## config.mk

```make
export PLATFORM = sky130hd
export DESIGN_NAME = cnt_rate_sampler
export DESIGN_NICKNAME = d
export VERILOG_FILES = /design/src/rtl/cnt_rate_sampler.sv
export SDC_FILE = /design/constraint.sdc
export NUM_CORES = 1
export LEC_CHECK = 0
export BUFFER_PORTS_ARGS = -buffer_cell sky130_fd_sc_hd__buf_2
export CAP_MARGIN = 20
export CORE_UTILIZATION = 33
export DETAILED_ROUTE_END_ITERATION = 10
export PLACE_DENSITY = 0.53
export SLEW_MARGIN = 20
export SYNTH_ARGS = -nofsm -noshare
export SYNTH_HDL_FRONTEND = slang
export SYNTH_SLANG_ARGS = --single-unit
```

## constraint.sdc

```tcl
create_clock -name clk -period 5.5 [get_ports clk]
set_input_delay 0.275 -clock clk [delete_from_list [all_inputs] [get_ports clk]]
set_output_delay 0.275 -clock clk [all_outputs]
set_load 0.02 [all_outputs]
```

## src/rtl/cnt_rate_sampler.sv

```systemverilog
// Windowed rate sampler for a free-running event counter: per-window increment with valid/ready readout.
// Optional peak-hold of the per-window rate is enabled by defining RATE_PEAK_HOLD_EN.
module cnt_rate_sampler #(
  parameter int unsigned CNT_W      = 48,
  parameter int unsigned WIN_CYCLES = 125000000,
  parameter int unsigned WIN_W      = 32
) (
  input  logic             clk,
  input  logic             rst,
  input  logic             run,
  input  logic [CNT_W-1:0] cnt_in,
  input  logic             cnt_clr,
  output logic [CNT_W-1:0] rate_data,
  output logic [15:0]      rate_seq,
  output logic             rate_valid,
  input  logic             rate_ready,
  output logic [15:0]      ovr_cnt,
  output logic [CNT_W-1:0] rate_peak
);

  typedef enum logic {IDLE, MEASURE} state_t;

  localparam logic [WIN_W-1:0] TICK_AT = WIN_W'(WIN_CYCLES - 1);

  state_t           state;
  logic [WIN_W-1:0] timer;
  logic [CNT_W-1:0] last_cnt;
  logic [CNT_W-1:0] delta;
  logic             tick;
  logic             load;
  logic             accept;

  assign tick   = (state == MEASURE) && (timer == TICK_AT);
  // run drop and cnt_clr both discard the window, so neither may produce output on a tick
  assign load   = tick && run && !cnt_clr;
  assign accept = rate_valid && rate_ready;
  assign delta  = cnt_in - last_cnt;

  always_ff @(posedge clk or posedge rst) begin
    if (rst) begin
      state      <= IDLE;
      timer      <= '0;
      last_cnt   <= '0;
      rate_data  <= '0;
      rate_seq   <= '0;
      rate_valid <= 1'b0;
      ovr_cnt    <= '0;
    end else begin
      case (state)
        IDLE: begin
          timer <= '0;
          if (run) begin
            state    <= MEASURE;
            last_cnt <= cnt_in;
            rate_seq <= '0;
            ovr_cnt  <= '0;
          end
        end
        MEASURE: begin
          if (!run) begin
            state <= IDLE;
            timer <= '0;
          end else if (cnt_clr) begin
            last_cnt <= '0;
            timer    <= '0;
          end else if (tick) begin
            timer     <= '0;
            last_cnt  <= cnt_in;
            rate_data <= delta;
            rate_seq  <= rate_seq + 16'd1;
            if (rate_valid && !rate_ready && (ovr_cnt != '1))
              ovr_cnt <= ovr_cnt + 16'd1;
          end else begin
            timer <= timer + 1'b1;
          end
        end
        default: state <= IDLE;
      endcase

      if (load)
        rate_valid <= 1'b1;
      else if (accept)
        rate_valid <= 1'b0;
    end
  end

`ifdef RATE_PEAK_HOLD_EN
  always_ff @(posedge clk or posedge rst) begin
    if (rst)
      rate_peak <= '0;
    else if ((state == IDLE) && run)
      rate_peak <= '0;
    else if (load && (delta > rate_peak))
      rate_peak <= delta;
  end
`else
  assign rate_peak = '0;
`endif

endmodule

```

=== Word-level counts from Yosys, hierarchy flattened ===
Index checks and enable logic that the tools add are counted.
W data, S select, Z words.

* Output and inout bits: 129
* Register bits after elaboration: 162

* Mux-type cells: 22
* Eq/ne operators: 8
* Bitwise operators: 2
* Reduce and logical (&&, ||, !) cells: 13
* Add/sub/neg operators: 4

{| class="wikitable"
|+ Operators with widths
! operator !! number
|-
| $mux W48 || 4
|-
| $mux W16 || 8
|-
| $mux W32 || 3
|-
| $pmux W48 S2 || 1
|-
| $pmux W16 S2 || 2
|-
| $pmux W32 S2 || 1
|-
| $sub A48 B48 Y48 || 1
|-
| $add A16 B1 Y16 const B || 2
|-
| $add A32 B1 Y32 const B || 1
|-
| $eq A32 B27 Y1 const B || 1
|-
| $ne A16 B16 Y1 const B || 1
|-
| $reduce_and A4 Y1 || 2
|-
| $logic_and A1 B1 Y1 || 6
|-
| $ne A2 B2 Y1 const B || 3
|-
| $reduce_and A5 Y1 || 1
|-
| $ne A2 B1 Y1 const B || 2
|-
| $mux W1 || 3
|-
| $ne A3 B2 Y1 const B || 1
|-
| $reduce_and A3 Y1 || 1
|-
| $logic_not A1 Y1 || 2
|-
| $not A1 Y1 || 2
|-
| $reduce_bool A2 Y1 || 1
|}

=== Longest topological paths before layout ===
* Word-level depth: 8
* Mapped depth: 13
* Depth with buffers taken out: 13

=== Least setup slack after synthesis ===
No wires, ideal clock.

* Path type: reg-to-reg
* Start: register last_cnt[13]
* End: register rate_data[33]
* Setup time: 0.125 ns
* Path slack: 2.857 ns
* Cell stages (with the launch flop): 12
* Data required time: 5.375 ns
* Arrival: 2.518 ns
* Period minus slack after synthesis: 2.643 ns
* Path buffers: 0
* Cells stage by stage: dfrtp_1 inv_1 ha_1 nand4_2 o31ai_2 a31oi_4 a2111oi_2 nor3_1 o21ai_2 o221ai_2 xnor2_1 mux2_2

* Longest elaborated chain between the ends: 1

{| class="wikitable"
|+ Ends and longest elaborated chain
! element !! RTL line !! text
|-
| from (decl) || 27 || <nowiki>logic [CNT_W-1:0] last_cnt;</nowiki>
|-
| from (signal assigned) || 54 || <nowiki>last_cnt <= cnt_in;</nowiki>
|-
| from (signal assigned) || 68 || <nowiki>last_cnt <= cnt_in;</nowiki>
|-
| $sub A48 B48 Y48 || 37 || <nowiki>assign delta = cnt_in - last_cnt;</nowiki>
|-
| to (signal assigned) || 69 || <nowiki>rate_data <= delta;</nowiki>
|-
| to (decl) || 13 || <nowiki>output logic [CNT_W-1:0] rate_data,</nowiki>
|}

No other way between the ends.
A chain may end at the register's enable or synchronous reset.

=== Final worst setup path ===
* Start: register last_cnt[7]
* End: register rate_data[46]

Same word-level chain as after synthesis.

==> reports/metrics.yaml <==
cts_resized: 0
grt_pass1_wl_um: 40000
start_kind: "register"
hold_class: "input pin to register"
crit_family: "compound AO/OA/AOI/OAI gates"
synth-seq-area-share: 0.413
ios: 182
place_area_um2: 10700
synth_top_area_share: 0.413
syn-cell-area_um2: 9820
period_share: 0.583
powerDensity_nw_per_um2: 287
whs_path_depth: 1
placedCellCount: 1558
max_stage_delay_ns: 0.68
core_area_um2: 29000
tritoncts: "done"
ys.flop_type: "dfrtp_1"
io_buffers: 133
clk_latency_ns: 0.42
crit_fanout: 5
wl_met3_um: 778
hp-start: "run"
numCtsBuffers: 17
cts_setup_buffers: 0
vias: 7785
worst_ep_required_time_ns: 5.78
setup_tns_ns: 0
r2r_setup_slack_ns: 2.29
post-synth-top-area-cell: "dfrtp_1"
fin_skew_ns: 0.0113
yosys_warnings: 0
area_growth_pct: 15.8
antenna_found_initial: 2
overflow: 0
cts_hold_buf: 1
min_to: "state$_DFF_PP0_"
rsz0062_at_grt: "false"
period_minus_slack_ns: 3.21
drc: 0
rr_startpoint: "last_cnt[7]$_DFFE_PP0P_"
dieHeight_um: 174
clk_pin_slew_ns: 0.07
grtUsageTotal: 0.164
setup_viol: 0
met1_length_um: 12500
clockBufferDepth: 2
crit_buf_inv: 1
grt_start_max_net_pins: 75
synthArstFlopShare: 1.00
drive_gt1_frac: 0.169
worstMarginPinSlew_ns: 0.923
ys_types: 73
arrival_ns: 3.49
p_leak_nw: 5.49
syn_inst: 1075
slew_headroom: 0.379
routed.top_layer: "met4"
htree_levels: 4
postRouteAntennaNets: 0
post-route-util: 0.392
pre_cts_ws_ns: 2.26
num_rows: 62
synth.area.top_cells: "dfrtp_1, ha_1, xor2_1"
max_cap_violations: 0
ir_worst_vdd_mv: 0.170
routabilityCongestion: 0.821
crit_path_cell_trace: "inv_1, ha_1, a21oi_1, nor2_1, a211oi_1, o21ai_0, o311ai_1, a21oi_1, nor3_2, o21ai_1, xnor2_1, o21ai_1"
first_global_vias: 7514
synth_most_common_cell: "dfrtp_1"
finalWirelength_um: 24400
clock-sinks: 162
final_cells: 1594
drt_iter0_drc: 452
synth_edf_count: 0
vias_per_cell: 4.88
layout_setup_ws_ns: 2.29
yosys-top-cells-count: "dfrtp_1, nand2_1, nor2_1"
slowest_stage: "o311ai_1"
r2r_end: "rate_data[46]$_DFFE_PP0P_"
hold_ws_ns: 0.0344
reg2reg_depth: 12
setup.worst_path.class: "register to register"
n_fill_cell: 2971
dr_wl_met2_um: 10800
worst_setup_path_end_kind: "register"
die_area_um2: 30400
hold_viol: 0
drt_first_pass_iters: 5
max_freq_mhz: 312
synth_seq_cells: 162
fin_area_um2: 11400
synth.avg_cell_area_um2: 9.13
power_mw: 3.26
outcome: "complete, no violations"
fin_nets: 1298
ctsRootBufferMaster: "clkbuf_16"
start_util: 0.338
wl_per_cell_um: 15.3
dpl.hpwl_um: 17600
drv_slew: 0
die_x_um: 174
## state kept, by name (all words and copies together) (netlist names)
name        cells
last_cnt       48
ovr_cnt        16
rate_data      48
rate_seq       16
rate_valid      1
state           1
timer          32
## cells by family after synthesis
logic type / Yosys count / share of synthesized area
and+or+nand+nor: 337 / 0.164
AOI/OAI and AO/OA: 263 / 0.185
DFF: 162 / 0.413
buffers and inverters: 161 / 0.0821
xor gates and xnor gates: 97 / 0.0865
adders and majority gates: 51 / 0.0658
muxes: 3 / 0.00344
other: 1 / 0.000382
## routing by layer
layer  vias up  global-route usage
met5         -                   0
met4         0              0.0526
met3        18              0.0247
met2       147               0.249
met1      3738               0.236
li1       3882                   -
## where the power goes
part	internal, mW	total (mW)	leakage [nW]	switching [mW]
sequential	1.23	1.25	2.20	0.0206
combinational	0.265	0.681	2.96	0.417
clock	0.821	1.33	0.319	0.507
## placed cells by master (no fill, tap or decap), types with 6 or more instances in the layout
cell type  synthesis  final
dfrtp_1          162    162
buf_2              4    133
nand2_1          116    115
nor2_1            88     88
inv_1             73     72
o21ai_0           56     56
xor2_1            54     54
a21oi_1           54     53
ha_1              50     50
a22o_1            49     49
conb_1             1     48
xnor2_1           43     43
nand3_1           29     29
nand4_1           26     26
o21ai_1           24     23
a21o_1            22     22
clkbuf_16          0     17
and3_1            15     15
nor3_1            14     14
o21bai_1          10     10
nand2b_1           8      8
a31oi_1            7      7
nor4_1             6      6
buf_4             48      6
## worst max-delay path by stage
stage                                 to  cells past startpoint  slack, ns                    start
2_1_floorplan    last_cnt[0]$_DFFE_PP0P_                      1       0.85                      rst
3_3_place_gp   rate_data[33]$_DFFE_PP0P_                      6       2.29       timer[0]$_DFF_PP0_
3_5_place_dp   rate_data[33]$_DFFE_PP0P_                      5       2.26      timer[28]$_DFF_PP0_
4_1_cts        rate_data[33]$_DFFE_PP0P_                      5       2.24      timer[28]$_DFF_PP0_
5_1_grt        rate_data[44]$_DFFE_PP0P_                     12       2.06  last_cnt[7]$_DFFE_PP0P_
6_report       rate_data[46]$_DFFE_PP0P_                     12       2.29  last_cnt[7]$_DFFE_PP0P_
## final cells by class
type                       count  area, µm²  area share
clock inverter                13        206      0.0182
multi-input combinational    799       5160       0.454
tap                          384        480      0.0423
clock buffer                  19        443      0.0390
antenna                        3       7.51    0.000660
inverter                      73        279      0.0245
timing repair buffer         141        732      0.0644
sequential                   162       4050       0.357
(Power assumes the default switching activity.)
